<file path="src/rtl/signed_mul_sequencer_if.sv">
// Request/response bundle between an operand source and signed_mul_sequencer.
// master = operand source / product consumer, slave = sequencer.
interface signed_mul_sequencer_if #(
    parameter int XW = 12,
    parameter int ZW = 24
);
    logic                 req_valid;
    logic                 req_ready;
    logic signed [XW-1:0] req_x;
    logic signed [XW-1:0] req_y;
    logic                 rsp_valid;
    logic                 rsp_ready;
    logic signed [ZW-1:0] rsp_z;
    logic                 rsp_err;

    modport master (
        output req_valid, req_x, req_y, rsp_ready,
        input  req_ready, rsp_valid, rsp_z, rsp_err
    );

    modport slave (
        input  req_valid, req_x, req_y, rsp_ready,
        output req_ready, rsp_valid, rsp_z, rsp_err
    );
endinterface

</file>
<file path="src/rtl/signed_mul_sequencer.sv">
// Drives a bit-serial signed_multiplier from a parallel request/response port.
// Optional watchdog on the flag waits: define SEQ_WATCHDOG_EN.
module signed_mul_sequencer #(
    parameter int XW      = 12,
    parameter int ZW      = 24,
    parameter int TIMEOUT = 255
) (
    input  logic                  clk,
    input  logic                  rst,
    signed_mul_sequencer_if.slave bus,
    output logic                  busy,
    output logic                  x_in,
    output logic                  y_in,
    output logic                  sx,
    output logic                  sy,
    input  logic                  fx,
    input  logic                  fy,
    output logic                  mul,
    input  logic                  done,
    output logic                  sz,
    input  logic                  z_out,
    input  logic                  fz
);
    localparam int CW = $clog2((XW > ZW ? XW : ZW) + 1);

    typedef enum logic [2:0] {
        IDLE, LOAD, WAIT_FULL, MUL, WAIT_DONE, UNLOAD, RESP
    } state_t;

    state_t          state, state_nxt;
    logic [CW-1:0]   bit_cnt;
    logic [XW-1:0]   x_sr, y_sr;
    logic [ZW-1:0]   z_cap;
    logic            accept;
    logic            wd_expired;
    logic            timeout_hit;
    logic            unused_fz;

    // fz is informational only; it never steers the sequence.
    assign unused_fz = fz;

    assign accept      = (state == IDLE) && bus.req_valid && bus.req_ready;
    assign timeout_hit = ((state == WAIT_FULL) || (state == WAIT_DONE)) && (state_nxt == RESP);
    assign bus.rsp_z   = z_cap;

    always_comb begin
        state_nxt = state;
        unique case (state)
            IDLE:      if (accept) state_nxt = LOAD;
            LOAD:      if (bit_cnt == CW'(XW - 1)) state_nxt = WAIT_FULL;
            WAIT_FULL: if (fx && fy) state_nxt = MUL;
                       else if (wd_expired) state_nxt = RESP;
            MUL:       state_nxt = WAIT_DONE;
            WAIT_DONE: if (done) state_nxt = UNLOAD;
                       else if (wd_expired) state_nxt = RESP;
            UNLOAD:    if (bit_cnt == CW'(ZW - 1)) state_nxt = RESP;
            RESP:      if (bus.rsp_ready) state_nxt = IDLE;
            default:   state_nxt = IDLE;
        endcase
    end

    // Strobes are decoded from the next state so they change only on the edge.
    always_ff @(posedge clk or negedge rst) begin
        if (!rst) begin
            state         <= IDLE;
            bit_cnt       <= '0;
            z_cap         <= '0;
            bus.req_ready <= 1'b0;
            bus.rsp_valid <= 1'b0;
            busy          <= 1'b0;
            x_in          <= 1'b0;
            y_in          <= 1'b0;
            sx            <= 1'b0;
            sy            <= 1'b0;
            mul           <= 1'b0;
            sz            <= 1'b0;
        end else begin
            state         <= state_nxt;
            bus.req_ready <= (state_nxt == IDLE);
            bus.rsp_valid <= (state_nxt == RESP);
            busy          <= (state_nxt != IDLE);
            sx            <= (state_nxt == LOAD);
            sy            <= (state_nxt == LOAD);
            mul           <= (state_nxt == MUL);
            sz            <= (state_nxt == UNLOAD);

            x_in <= 1'b0;
            y_in <= 1'b0;
            if (accept) begin
                x_in <= bus.req_x[0];
                y_in <= bus.req_y[0];
            end else if ((state == LOAD) && (state_nxt == LOAD)) begin
                x_in <= x_sr[0];
                y_in <= y_sr[0];
            end

            if (state != state_nxt)
                bit_cnt <= '0;
            else if ((state == LOAD) || (state == UNLOAD))
                bit_cnt <= bit_cnt + CW'(1);

            // Product arrives LSB first, so it enters at the top and walks down.
            if (state == UNLOAD)
                z_cap <= {z_out, z_cap[ZW-1:1]};
            else if (timeout_hit || ((state == RESP) && (state_nxt == IDLE)))
                z_cap <= '0;
        end
    end

    // Operand shift registers hold data only; no reset needed.
    always_ff @(posedge clk) begin
        if (accept) begin
            x_sr <= bus.req_x >> 1;
            y_sr <= bus.req_y >> 1;
        end else if (state == LOAD) begin
            x_sr <= x_sr >> 1;
            y_sr <= y_sr >> 1;
        end
    end

`ifdef SEQ_WATCHDOG_EN
    localparam int WDW = ($clog2(TIMEOUT + 1) > 8) ? $clog2(TIMEOUT + 1) : 8;

    logic [WDW-1:0] wd_cnt;
    logic           rsp_err_r;

    assign wd_expired  = (wd_cnt == WDW'(TIMEOUT - 1));
    assign bus.rsp_err = rsp_err_r;

    always_ff @(posedge clk or negedge rst) begin
        if (!rst) begin
            wd_cnt    <= '0;
            rsp_err_r <= 1'b0;
        end else begin
            if (state != state_nxt)
                wd_cnt <= '0;
            else if ((state == WAIT_FULL) || (state == WAIT_DONE))
                wd_cnt <= wd_cnt + WDW'(1);

            if (timeout_hit)
                rsp_err_r <= 1'b1;
            else if (state_nxt == IDLE)
                rsp_err_r <= 1'b0;
        end
    end
`else
    assign wd_expired  = 1'b0;
    assign bus.rsp_err = 1'b0;
`endif

endmodule

</file>
<file path="src/flat_wrapper.sv">
// flat-port wrapper written by rule: the top's interface ports become plain ports
module signed_mul_sequencer_flat 
#(
    parameter int XW      = 12,
    parameter int ZW      = 24,
    parameter int TIMEOUT = 255
)
  (clk, rst, busy, x_in, y_in, sx, sy, fx, fy, mul, done, sz, z_out, fz, bus_req_valid, bus_req_x, bus_req_y, bus_rsp_ready, bus_req_ready, bus_rsp_valid, bus_rsp_z, bus_rsp_err);
  signed_mul_sequencer_if #(.XW(XW), .ZW(ZW)) bus_i ();
  input  logic clk;
  input  logic rst;
  output logic busy;
  output logic x_in;
  output logic y_in;
  output logic sx;
  output logic sy;
  input  logic fx;
  input  logic fy;
  output logic mul;
  input  logic done;
  output logic sz;
  input  logic z_out;
  input  logic fz;
  input wire logic [$bits(bus_i.req_valid)-1:0] bus_req_valid;
  input wire logic [$bits(bus_i.req_x)-1:0] bus_req_x;
  input wire logic [$bits(bus_i.req_y)-1:0] bus_req_y;
  input wire logic [$bits(bus_i.rsp_ready)-1:0] bus_rsp_ready;
  output wire logic [$bits(bus_i.req_ready)-1:0] bus_req_ready;
  output wire logic [$bits(bus_i.rsp_valid)-1:0] bus_rsp_valid;
  output wire logic [$bits(bus_i.rsp_z)-1:0] bus_rsp_z;
  output wire logic [$bits(bus_i.rsp_err)-1:0] bus_rsp_err;
  assign bus_i.req_valid = bus_req_valid;
  assign bus_i.req_x = bus_req_x;
  assign bus_i.req_y = bus_req_y;
  assign bus_i.rsp_ready = bus_rsp_ready;
  assign bus_req_ready = bus_i.req_ready;
  assign bus_rsp_valid = bus_i.rsp_valid;
  assign bus_rsp_z = bus_i.rsp_z;
  assign bus_rsp_err = bus_i.rsp_err;
  signed_mul_sequencer #(.XW(XW), .ZW(ZW), .TIMEOUT(TIMEOUT)) u_core (.clk(clk), .rst(rst), .bus(bus_i), .busy(busy), .x_in(x_in), .y_in(y_in), .sx(sx), .sy(sy), .fx(fx), .fy(fy), .mul(mul), .done(done), .sz(sz), .z_out(z_out), .fz(fz));
endmodule
</file>
<file path="config.mk">
export PLATFORM = sky130hd
export DESIGN_NAME = signed_mul_sequencer_flat
export DESIGN_NICKNAME = d
export VERILOG_FILES = /design/src/rtl/signed_mul_sequencer_if.sv /design/src/rtl/signed_mul_sequencer.sv /design/src/flat_wrapper.sv
export SDC_FILE = /design/constraint.sdc
export NUM_CORES = 1
export LEC_CHECK = 0
export CORE_MARGIN = 5
export CORE_UTILIZATION = 44
export DETAILED_ROUTE_END_ITERATION = 16
export PLACE_DENSITY = 0.8
export SLEW_MARGIN = 20
export SYNTH_ARGS = -nofsm -noshare
export SYNTH_HDL_FRONTEND = slang
export SYNTH_SLANG_ARGS = --single-unit
</file>
<file path="constraint.sdc">
create_clock -name clk -period 2.45 [get_ports clk]
set_clock_uncertainty 0.1 [all_clocks]
set_input_delay 0.49 -clock clk [delete_from_list [all_inputs] [get_ports clk]]
set_output_delay 0.49 -clock clk [all_outputs]
set_load 0.01 [all_outputs]
</file>
==> impl_metrics.yaml, run 1 <==
route:
  routed_wl_um: 5210
  first_iter_violations: 109
  drtPass1Iterations: 4
  drtAntennaViolNets: 0
  vias: 1899
  drc: 0
  viasPerCell: 5.08
  wl_per_cell_um: 13.9
global_routing:
  grt_pass1_vias: 1814
  grt_pass1_wl_um: 8510
  gr-total-overflow: 0
  grt_max_degree: 41
  antenna_found_initial: 0
  grt.total_usage: 0.144
finish:
  drive_gt1_frac: 0.127
  final_common_cell: "clkdlybuf4s50_1"
  regArea_um2: 1660
  multi_input_area_um2: 926
  fillers: 500
  nets: 328
  layout_common_cells: "clkdlybuf4s50_1 (63), nand2_1 (55), dfrtp_1 (40)"
  n_antenna_cell: 0
  area_delta_synth_final_pct: 32.8
synthesis:
  synth_edf_count: 22
  yosysTopAreaCellShare: 0.372
  ys_types: 40
  synth.largest_area_cell: "dfrtp_1"
  ys_seq_elements: 62
  yosysWarnings: 0
  synthFlopType: "dfrtp_1"
  synth_area_leaders: "dfrtp_1 (37%), edfxtp_1 (25%), nand2_1 (7.7%)"
  syn_area_per_cell_um2: 11.7
  ys_seq_area_frac: 0.617
  async_flop_share: 0.645
  syn_area_um2: 2690
  syn-instance-count: 230
  syn_nets: 264
critical_path:
  crit_fanout: 6
  worst_setup_path_start_kind: "register"
  path_class: "reg -> reg"
  arrival_ns: 2.19
  cp_data_required_time_ns: 2.60
  critPathCaptureType: "register"
timing:
  fmax_ghz: 0.489
  slew_headroom: 0.422
  rsz0062_at_grt: "false"
  min_period_over_period: 0.835
  setup-violations-final: 0
  fin_tns_setup_ns: 0
  maxSlewViolCount: 0
  finalWorstSetupSlack_ns: 0.404
  finalHoldViolCount: 0
  tightestPinTransition_ns: 0.867
  finalCriticalPeriod_ns: 2.05
clock_network:
  insertion_delay_ns: 0.33
  path_clk_slew_ns: 0.06
  htree_levels: 3
  cts-root-buf: "clkbuf_8"
  cts_resized: 0
  cts_hold_buf: 0
  cts_num_sinks: 62
  cts_buffer_depth: 2
  cts_tree: "built"
  post_cts.repair.setup_buffers: 0
  cts_buffers: 9
status:
  status: "finished, final reports clean"
die:
  die_w_um: 88.2
  coreArea_um2: 5920
  pin_count: 67
  dieArea_um2: 7790
  rows: 28
  dieHeight_um: 88.2
  initial_core_util: 0.455
place:
  portBuffers: 64
  pre_cts_ws_ns: 0.234
  dp_hpwl_um: 3620
  place.gp.congestion: 0.745
run:
  max-cap-violations: 0
min_path:
  holdCritPathClass: "in -> async"
pwr:
  total_leakage_power_nw: 1.44
  powerDensity_nw_per_um2: 1240
  vdd_ir_drop_max_v: 0.000548
final timing paths:
kind	startpoint	to	slack [ns]	depth (start not counted)
min reg2reg	u_core.y_sr[0]	u_core.y_in	0.37	1
max reg2reg	u_core.bit_cnt[0]	u_core.bit_cnt[3]	0.40	6
max	u_core.bit_cnt[0]	u_core.bit_cnt[3]	0.40	6
max in group asynchronous	rst	u_core.bus.rsp_z[8]	1.53	1
min	rst	u_core.bus.rsp_z[2]	0.18	1
min in group clk	u_core.y_sr[0]	u_core.y_in	0.37	1
synth_stat cells (all sizes together) (2+ instances only):
| library cell | n |
|---|---|
| a21oi | 27 |
| edfxtp | 22 |
| nor4 | 2 |
| nor2b | 3 |
| xor2 | 2 |
| o22ai | 2 |
| mux2 | 20 |
| clkbuf | 6 |
| and2 | 5 |
| dfrtp | 40 |
| nand3 | 3 |
| nand2 | 55 |
| nor3 | 2 |
| buf | 11 |
| nand4 | 2 |
| o21ai | 5 |
| a22o | 2 |
| nand2b | 3 |
| inv | 2 |
logic make-up after synthesis:
| logic type | count (synthesis) | share of synthesized area |
|---|---|---|
| and+or+nand+nor | 80 | 0.144 |
| DFF | 62 | 0.617 |
| AOI/OAI and AO/OA | 44 | 0.0980 |
| muxes | 21 | 0.0873 |
| buffers and inverters | 19 | 0.0409 |
| xor gates and xnor gates | 2 | 0.00650 |
| adders and majority gates | 1 | 0.00464 |
| other | 1 | 0.00139 |
flip-flops by register name, indices dropped and copies added, names as in the netlist:
signal	count
u_core.bus.rsp_z	24
u_core.x_sr	11
u_core.y_sr	11
u_core.bit_cnt	5
u_core.state	3
u_core.bus.req_ready	1
u_core.bus.rsp_valid	1
u_core.busy	1
u_core.mul	1
u_core.sx	1
u_core.sz	1
u_core.x_in	1
u_core.y_in	1
through the flow:
step / std cells / hold slack, ns / power, W / instance area [µm²] / utilization
6_report: 374 / 0.176 / 0.00444 / 3580 / 0.604
5_1_grt: 374 / 0.219 / 0.00474 / 3580 / 0.604
4_1_cts: 374 / 0.189 / 0.00450 / 3580 / 0.604
3_5_place_dp: 358 / 0.360 / 0.00365 / 3390 / 0.573
3_3_place_gp: 358 / 0.354 / 0.00358 / 3390 / 0.573
2_1_floorplan: 230 / 0.0944 / 0.00286 / 2690 / -
report_power, final:
group	internal (W)	total [W]	switching [W]	leakage, nW
Clock	0.000468	0.000840	0.000372	0.0904
Sequential	0.00165	0.00196	0.000306	0.740
Combinational	0.000903	0.00164	0.000735	0.610
cell type report:
type | count | area share
Sequential cell | 62 | 0.464
Multi-Input combinational cell | 149 | 0.259
Timing Repair Buffer | 70 | 0.197
Clock buffer | 12 | 0.0378
Tap cell | 75 | 0.0262
Clock inverter | 4 | 0.0133
Inverter | 2 | 0.00210
critical path, cell delays in order (launching register included):
cell	delay [ns]
dfrtp_1	0.39
ha_1	0.27
and4bb_1	0.24
nor3_1	0.06
buf_4	0.18
or4_4	0.58
a21oi_1	0.16
per-layer routing:
metal,vias to the layer above,part of all wire,global-route usage
li1,929,-,-
met1,902,0.44,0.182
met2,64,0.47,0.224
met3,4,0.090,0.0661
met4,0,0.0048,0.0412
met5,-,0,0
Note: power is estimated with default switching activity, not from simulation.
==> inputs of run 2 (changes only) <==
--- a/config.mk
+++ b/config.mk
@@ -6,9 +6,9 @@
 export NUM_CORES = 1
 export LEC_CHECK = 0
 export CORE_MARGIN = 5
-export CORE_UTILIZATION = 44
+export CORE_UTILIZATION = 49
 export DETAILED_ROUTE_END_ITERATION = 16
-export PLACE_DENSITY = 0.8
+export PLACE_DENSITY = 0.85
 export SLEW_MARGIN = 20
 export SYNTH_ARGS = -nofsm -noshare
 export SYNTH_HDL_FRONTEND = slang
==> constraint.sdc (replaced) <==
create_clock -name clk -period 2.05 [get_ports clk]
set_clock_uncertainty 0.1 [all_clocks]
set_input_delay 0.41 -clock clk [delete_from_list [all_inputs] [get_ports clk]]
set_output_delay 0.41 -clock clk [all_outputs]
set_load 0.01 [all_outputs]
==> run 2 against run 1 <==
  * Combinational power rose by 23%
  * Worst setup slack got worse by 0.29 ns
  * Count of clock-buffer cells in the layout rose by 1
  * Global-route usage rose by 1.2 points
  * Critical path depth fell by 1
  * Sequential power rose by 19%
  * Final cell count rose by 0.53%
  * Register-to-register slack got worse by 0.28 ns
  * Clock power rose by 61%
==> impl_metrics.yaml, run 2 (synthesis gave the netlist of run 1 again) <==
status:
  status: "finished, final reports clean"
clock_network:
  cts_buffer_depth: 2
  cts-root-buf: "clkbuf_8"
  insertion_delay_ns: 0.34
  cts_tree: "built"
  cts_hold_buf: 0
  path_clk_slew_ns: 0.06
  post_cts.repair.setup_buffers: 0
  cts_resized: 0
  cts_buffers: 9
  htree_levels: 3
  cts_num_sinks: 62
critical_path:
  rr_worst_depth: 5
  reg2reg_from: "u_core.bit_cnt[0]"
  arrival_ns: 1.92
  worst_setup_path_start_kind: "input pin"
  cp_data_required_time_ns: 2.03
  r2r_slack_ns: 0.12
  path_class: "in -> reg"
  reg2reg_to: "u_core.bit_cnt[0]"
  crit_fanout: 24
  critPathCaptureType: "register"
global_routing:
  use_met2: 0.251
  grt.total_usage: 0.156
  gr-total-overflow: 0
  grt_util_met1: 0.193
  antenna_found_initial: 0
  busiest_layer: "met2"
  use_met3: 0.0451
  grt_max_degree: 41
  grt_pass1_vias: 1910
  grt_pass1_wl_um: 8710
pwr:
  power.internal_w: 0.00398
  power_frac_seq: 0.409
  clockPowerShare: 0.238
  powerDensity_nw_per_um2: 1540
  switching_share: 0.300
  p_switching_w: 0.00171
  vdd_ir_drop_max_v: 0.00102
  p_comb_frac: 0.353
  total_leakage_power_nw: 1.50
route:
  drtAntennaViolNets: 0
  first_iter_violations: 41
  routed_wl_um: 5320
  viasPerCell: 5.15
  drc: 0
  vias: 1938
  wl_per_cell_um: 14.1
  drtPass1Iterations: 4
finish:
  drive_gt1_frac: 0.155
  fillers: 399
  largest_reg_flops: 24
  stdcell_area_um2: 3700
  nets: 333
  final_common_cell: "clkdlybuf4s50_1"
  layout_common_cells: "clkdlybuf4s50_1 (63), nand2_1 (55), dfrtp_1 (40)"
  n_antenna_cell: 0
  utilization: 0.681
  area_delta_synth_final_pct: 37.5
timing:
  finalCriticalPeriod_ns: 1.94
  fmax_ghz: 0.516
  slew_headroom: 0.582
  min_period_over_period: 0.945
  tightestPinTransition_ns: 0.626
  setup-violations-final: 0
  finalHoldViolCount: 0
  maxSlewViolCount: 0
  rsz0062_at_grt: "false"
die:
  initial_core_util: 0.495
  pin_count: 67
  die_w_um: 84.1
  dieHeight_um: 84.1
  dieArea_um2: 7080
  coreArea_um2: 5440
  rows: 27
place:
  portBuffers: 64
  dp_hpwl_um: 3730
  placedInstanceArea_um2: 3440
  place.gp.congestion: 0.766
min_path:
  holdCritPathClass: "in -> async"
run:
  max-cap-violations: 0
[run 2: worst max-delay path by stage]
stage | startpoint | to | slack (ns) | cells after the start
floorplan | u_core.state[1] | u_core.x_sr[0] | 0.07 | 4
global placement | bus_req_valid | u_core.x_sr[8] | -0.20 | 5
detailed placement | bus_req_valid | u_core.x_sr[4] | -0.24 | 5
CTS | u_core.bit_cnt[0] | u_core.busy | 0.06 | 5
global route | u_core.bit_cnt[0] | u_core.bit_cnt[4] | 0.04 | 5
finish | bus_req_valid | u_core.x_sr[4] | 0.11 | 5
[run 2: cell type report]
class                   instances  area (µm²)  share of cell area
flip-flops and latches         62        1660               0.449
multi-input cells             149         942               0.254
repair buffers                 75         743               0.201
clock buffers                  13         169              0.0456
clock inverters                 3        90.1              0.0243
well taps                      72        90.1              0.0243
inverters                       2        7.51             0.00203
[run 2: critical path, stage by stage]
cell	delay, ns
clkdlybuf4s50_1	0.45
nand2_1	0.08
nor4_4	0.39
buf_12	0.22
mux2_2	0.35
[run 2: power by group through the flow]
| stage | Combinational, W | Sequential, W | Clock [W] |
|---|---|---|---|
| 4_1_cts | 0.00202 | 0.00233 | 0.00138 |
| 6_report | 0.00201 | 0.00233 | 0.00135 |
| 5_1_grt | 0.00219 | 0.00239 | 0.00144 |
| 2_1_floorplan | 0.00107 | 0.00236 | 0 |
| 3_3_place_gp | 0.00193 | 0.00233 | 0 |
| 3_5_place_dp | 0.00201 | 0.00235 | 0 |
[run 2: stage by stage]
step	hold slack, ns	setup TNS, ns	setup slack, ns	power, W	cells
6_report	0.0233	0	0.112	0.00569	376
5_1_grt	0.0796	0	0.0423	0.00603	376
4_1_cts	0.0288	0	0.0589	0.00573	376
3_5_place_dp	0.357	-8.00	-0.243	0.00435	360
3_3_place_gp	0.357	-6.70	-0.196	0.00426	360
2_1_floorplan	0.0144	0	0.0670	0.00344	230
[run 2: per-layer routing]
metal / vias up / part of all wire
met5: - / 0
met4: 0 / 0.0058
met3: 2 / 0.085
met2: 81 / 0.50
met1: 919 / 0.41
li1: 936 / -
==> inputs of run 3 (changes only) <==
--- a/config.mk
+++ b/config.mk
@@ -8,6 +8,7 @@
 export CORE_MARGIN = 5
 export CORE_UTILIZATION = 49
 export DETAILED_ROUTE_END_ITERATION = 16
+export HOLD_SLACK_MARGIN = 0.05
 export PLACE_DENSITY = 0.85
 export SLEW_MARGIN = 20
 export SYNTH_ARGS = -nofsm -noshare
==> run 3 against run 2 <==
  * Total power is 0.12% higher
  * Sequential power about the same
  * Die area unchanged
  * Register-to-register slack worse by 0.02 ns
  * Via count rose by 0.36%
==> impl_metrics.yaml, run 3 (synthesis gave the netlist of run 1 again) <==
route:
  wl_per_cell_um: 14.1
  drtAntennaViolNets: 0
  viasPerCell: 5.16
  drtPass1Iterations: 4
  first_iter_violations: 61
  vias: 1945
  routed_wl_um: 5330
  drc: 0
timing:
  setup-violations-final: 0
  finalHoldViolCount: 0
  fin_tns_setup_ns: 0
  min_period_over_period: 0.952
  tightestPinTransition_ns: 0.629
  maxSlewViolCount: 0
  slew_headroom: 0.580
  fmax_ghz: 0.512
  finalCriticalPeriod_ns: 1.95
  rsz0062_at_grt: "false"
finish:
  n_antenna_cell: 0
  drive_gt1_frac: 0.154
  layout_common_cells: "clkdlybuf4s50_1 (63), nand2_1 (55), dfrtp_1 (40)"
  nets: 334
  area_delta_synth_final_pct: 37.9
  final_common_cell: "clkdlybuf4s50_1"
  largest_reg_flops: 24
pwr:
  total_power_w: 0.00569
  power.internal_w: 0.00398
  p_comb_frac: 0.353
  switching_share: 0.301
  vdd_ir_drop_max_v: 0.00102
  clockPowerShare: 0.237
  power_frac_seq: 0.410
  total_leakage_power_nw: 1.51
  powerDensity_nw_per_um2: 1530
  p_switching_w: 0.00171
critical_path:
  cp_cell_sequence: "ha_2 -> and4bb_1 -> nor3_1 -> or4_4 -> mux2i_1"
  cp_data_required_time_ns: 2.19
  max_stage_delay_ns: 0.59
  cpMaxStageDelayCell: "or4_4"
  arrival_ns: 2.09
  critPathCaptureType: "register"
  rr_worst_depth: 5
  reg2reg_from: "u_core.bit_cnt[0]"
  path_class: "reg -> reg"
  r2r_slack_ns: 0.1
  crit_fanout: 6
  worst_setup_path_start_kind: "register"
  reg2reg_to: "u_core.bit_cnt[0]"
  path_buf_inv: 0
  cp_top_family: "simple AND/OR/NAND/NOR gates"
place:
  portBuffers: 64
  dp_hpwl_um: 3730
  place.gp.congestion: 0.766
die:
  dieHeight_um: 84.1
  coreArea_um2: 5440
  pin_count: 67
  rows: 27
  die_w_um: 84.1
  dieArea_um2: 7080
  initial_core_util: 0.495
clock_network:
  insertion_delay_ns: 0.33
  path_clk_slew_ns: 0.06
  cts_tree: "built"
  cts_num_sinks: 62
  cts-root-buf: "clkbuf_8"
  htree_levels: 3
  cts_buffer_depth: 2
  cts_buffers: 9
  post_cts.repair.setup_buffers: 0
global_routing:
  antenna_found_initial: 0
  grt_max_degree: 41
  gr-total-overflow: 0
  grt.total_usage: 0.157
  grt_pass1_vias: 1922
  grt_pass1_wl_um: 8740
run:
  max-cap-violations: 0
status:
  status: "finished, final reports clean"
min_path:
  min_from: "u_core.x_sr[0]"
  hold_depth: 1
  holdCritPathClass: "reg -> reg"
  holdPathEnd: "u_core.x_in"
-- run 3: stage by stage --
step / area (µm²) / cells / setup WS [ns] / utilization / hold WS (ns)
after floorplan: 2710 / 230 / 0.0670 / - / 0.0144
after global placement: 3440 / 360 / -0.196 / 0.632 / 0.357
after detailed placement: 3440 / 360 / -0.243 / 0.632 / 0.357
after CTS: 3700 / 377 / 0.0589 / 0.681 / 0.378
after global routing: 3710 / 377 / 0.0423 / 0.683 / 0.396
final: 3710 / 377 / 0.0984 / 0.683 / 0.376
-- run 3: power groups by stage --
stage / Sequential, W / Combinational (W) / Clock (W)
floorplan: 0.00236 / 0.00107 / 0
global placement: 0.00233 / 0.00193 / 0
detailed placement: 0.00235 / 0.00201 / 0
CTS: 0.00233 / 0.00202 / 0.00138
global route: 0.00239 / 0.00219 / 0.00144
finish: 0.00233 / 0.00201 / 0.00135
-- run 3: what timing repair did --
action,CTS,global route
hold buffers,1,0
gates resized for setup,0,2
setup endpoints to repair,0,2
endpoints found under the hold margin,40,0
-- run 3: area by class of cell --
type | count | area (µm²)
multi-input cells | 149 | 942
flip-flops and latches | 62 | 1660
clock buffers | 13 | 169
repair buffers | 76 | 753
well taps | 72 | 90.1
fillers | 398 | 1730
clock inverters | 3 | 90.1
inverters | 2 | 7.51
-- run 3: how the worst max path moves through the flow --
stage                     cells after the start         startpoint                end  slack [ns]
after detailed placement                      5      bus_req_valid     u_core.x_sr[4]       -0.24
after CTS                                     5  u_core.bit_cnt[0]        u_core.busy        0.06
after floorplan                               4    u_core.state[1]     u_core.x_sr[0]        0.07
after global routing                          5  u_core.bit_cnt[0]  u_core.bit_cnt[4]        0.04
final                                         5  u_core.bit_cnt[0]  u_core.bit_cnt[0]         0.1
after global placement                        5      bus_req_valid     u_core.x_sr[8]       -0.20
-- run 3: worst reg2reg max path, stage by stage (launching register included) --
cell and delay, ns:
dfrtp_1 0.40, ha_2 0.26, and4bb_1 0.25, nor3_1 0.10, or4_4 0.59, mux2i_1 0.18
-- run 3: metal layers --
metal / global-route usage / vias to the layer above / wire [µm]
met2: 0.250 / 79 / 2590
li1: - / 939 / -
met5: 0 / - / 0
met3: 0.0461 / 8 / 440
met4: 0.0833 / 0 / 76
met1: 0.192 / 919 / 2230
==> RTL edit: new RTL, config.mk and constraints of run 2 <==
`ZW` is set to 24 in 3 places; all go to 36.
--- a/src/rtl/signed_mul_sequencer_if.sv
+++ b/src/rtl/signed_mul_sequencer_if.sv
@@ -2,7 +2,7 @@
 // master = operand source / product consumer, slave = sequencer.
 interface signed_mul_sequencer_if #(
     parameter int XW = 12,
-    parameter int ZW = 24
+    parameter int ZW = 36
 );
     logic                 req_valid;
     logic                 req_ready;
--- a/src/rtl/signed_mul_sequencer.sv
+++ b/src/rtl/signed_mul_sequencer.sv
@@ -2,7 +2,7 @@
 // Optional watchdog on the flag waits: define SEQ_WATCHDOG_EN.
 module signed_mul_sequencer #(
     parameter int XW      = 12,
-    parameter int ZW      = 24,
+    parameter int ZW      = 36,
     parameter int TIMEOUT = 255
 ) (
     input  logic                  clk,
--- a/src/flat_wrapper.sv
+++ b/src/flat_wrapper.sv
@@ -2,7 +2,7 @@
 module signed_mul_sequencer_flat 
 #(
     parameter int XW      = 12,
-    parameter int ZW      = 24,
+    parameter int ZW      = 36,
     parameter int TIMEOUT = 255
 )
   (clk, rst, busy, x_in, y_in, sx, sy, fx, fy, mul, done, sz, z_out, fz, bus_req_valid, bus_req_x, bus_req_y, bus_rsp_ready, bus_req_ready, bus_rsp_valid, bus_rsp_z, bus_rsp_err);
Ports: changed (resized bus_rsp_z); port bits go from 67 to 79. No check against the original RTL was run, so the function may have changed too.
==> RTL edit against run 2 <==
  * Synthesized area rose by 14%
  * Fmax decreased by 2.2%
  * Register-to-register slack got worse by 50 ps
  * Cell area is 13% higher
  * Via count up 19%
  * Sequential cell count is 13 higher
  * Setup slack worse by 44 ps
  * Power fell by 7.5%
  * Wire length increased by 22%
  * Largest power group unchanged
  * Synthesized cell count up 13%
  * Count of clock-buffer cells in the layout stayed put
==> RTL edit: results (changes against run 2) <==
Run status
  – Outcome: finished clean (unchanged)

Routing
  – Drt initial violations: 194 (was 41)
  – Final wirelength: 6500 um (was 5320 um)

Final layout
  – Area delta synth->final: 36.2% (was 37.5%)
  – Share of layout cells above drive strength 1: 0.126 (was 0.155)
  – Max reg flops: 36 (was 24)

Power and ir drop
  – Leakage: 1.86 nW (was 1.50 nW)
  – Switching power: 1.69 mW (was 1.71 mW)

GRT
  – First-pass GRT wire length: 10600 um (was 8710 um)
  – Global Route Usage Sum: 0.174 (was 0.156)
  – Vias in the first global route: 2242 (was 1910)
  – Largest net degree at the start of global routing: 54 (was 41)

Critical path
  – Arrival time at the worst endpoint: 2100 ps (was 1920 ps)
  – Slowest cell delay on critical path: 500 ps (was 450 ps)
  – Reg2reg end: u_core.busy$_DFF_PN0_ (was u_core.bit_cnt[0]$_DFFE_PN0P_)

Synthesis
  – Top post-synthesis cells by count: nand2_1 (68), dfrtp_1 (53), a22o_1 (36) (was nand2_1 (55), dfrtp_1 (40), a21oi_1 (27))
  – Sequential share of the synthesized area: 0.649 (was 0.617)
  – Asr flop ratio synth: 0.707 (was 0.645)
  – Compound-cell area share of the yosys netlist: 0.143 (was 0.0980)
  – Area share of fa/ha/maj cells after synthesis: 0.00409 (was 0.00464)
  – Mux contribution to synthesized area: 0.00368 (was 0.0873)

CTS
  – CTS clk-pin slew, worst paths: 80 ps (was 60 ps)

Placed design
  – Pre-CTS setup slack: -118 ps (was -243 ps)
  – RD Place Congestion: 0.803 (was 0.766)
  – Port-buffer cells: 76 (was 64)
-- RTL edit: cell types whose count changed in the layout (fill, tap and decap cells not counted), sizes merged, moves of 3 or more --
cell	run 2	this run
dfrtp	40	53
nand2	55	68
bufinv	3	0
clkdlybuf4s50	63	75
mux2	20	1
clkinv	0	3
nor2	0	6
buf	12	17
nand4	2	5
a22o	2	38
a21oi	27	3
-- RTL edit: critical path, delay by kind of cell (launching register included) --
family	cells	cell delay, ps
AO/OA/AOI/OAI	1	140
adder cells (fa/ha/maj)	1	180
flip-flops	1	360
AND/OR/NAND/NOR	3	1080
-- RTL edit: power by group through the flow --
stage | sequential [mW] | clock, mW | combinational, mW
final | 2.33 | 1.11 | 1.83
after global routing | 2.37 | 1.19 | 2.02
after CTS | 2.33 | 1.12 | 1.81
after detailed placement | 2.35 | 0 | 1.80
after global placement | 2.34 | 0 | 1.73
after floorplan | 2.37 | 0 | 0.998
-- RTL edit: worst max-delay path by stage --
stage / from / to / slack (ps) / depth (start not counted)
after global placement: bus_req_valid / u_core.busy$_DFF_PN0_ / -100 / 4
after floorplan: u_core.bit_cnt[0]$_DFFE_PN0P_ / u_core.busy$_DFF_PN0_ / 5 / 5
after global routing: u_core.bit_cnt[1]$_DFFE_PN0P_ / u_core.busy$_DFF_PN0_ / -30 / 5
final: u_core.bit_cnt[1]$_DFFE_PN0P_ / u_core.busy$_DFF_PN0_ / 70 / 5
after detailed placement: bus_req_valid / u_core.busy$_DFF_PN0_ / -120 / 4
after CTS: u_core.bit_cnt[1]$_DFFE_PN0P_ / u_core.busy$_DFF_PN0_ / 10 / 5
-- RTL edit: stage by stage --
| stage | std cells | hold slack, ps |
|---|---|---|
| detailed placement | 405 | 376 |
| global route | 423 | 159 |
| floorplan | 260 | 14.4 |
| global placement | 405 | 370 |
| CTS | 421 | 98.4 |
| finish | 423 | 82.6 |
-- RTL edit: what timing repair did --
item,CTS,global route
gates resized for setup,0,1
setup endpoints to repair,0,2
setup buffers,0,2
hold buffers,0,0
-- RTL edit: layer usage --
| metal | part of all wire | GRT usage | vias up | wire length [um] |
|---|---|---|---|---|
| met5 | 0 | 0 | - | 0 |
| met4 | 0.012 | 0.0677 | 0 | 80 |
| met3 | 0.086 | 0.0387 | 9 | 560 |
| met2 | 0.46 | 0.268 | 92 | 2970 |
| met1 | 0.44 | 0.241 | 1114 | 2890 |
| li1 | - | - | 1083 | - |
-- RTL edit: area by class of cell --
class,instances,share of cell area
flip-flops and latches,75,0.477
well taps,75,0.0225
inverters,4,0.00360
clock buffers,13,0.0432
multi-input cells,161,0.236
repair buffers,92,0.213
clock inverters,3,0.00450
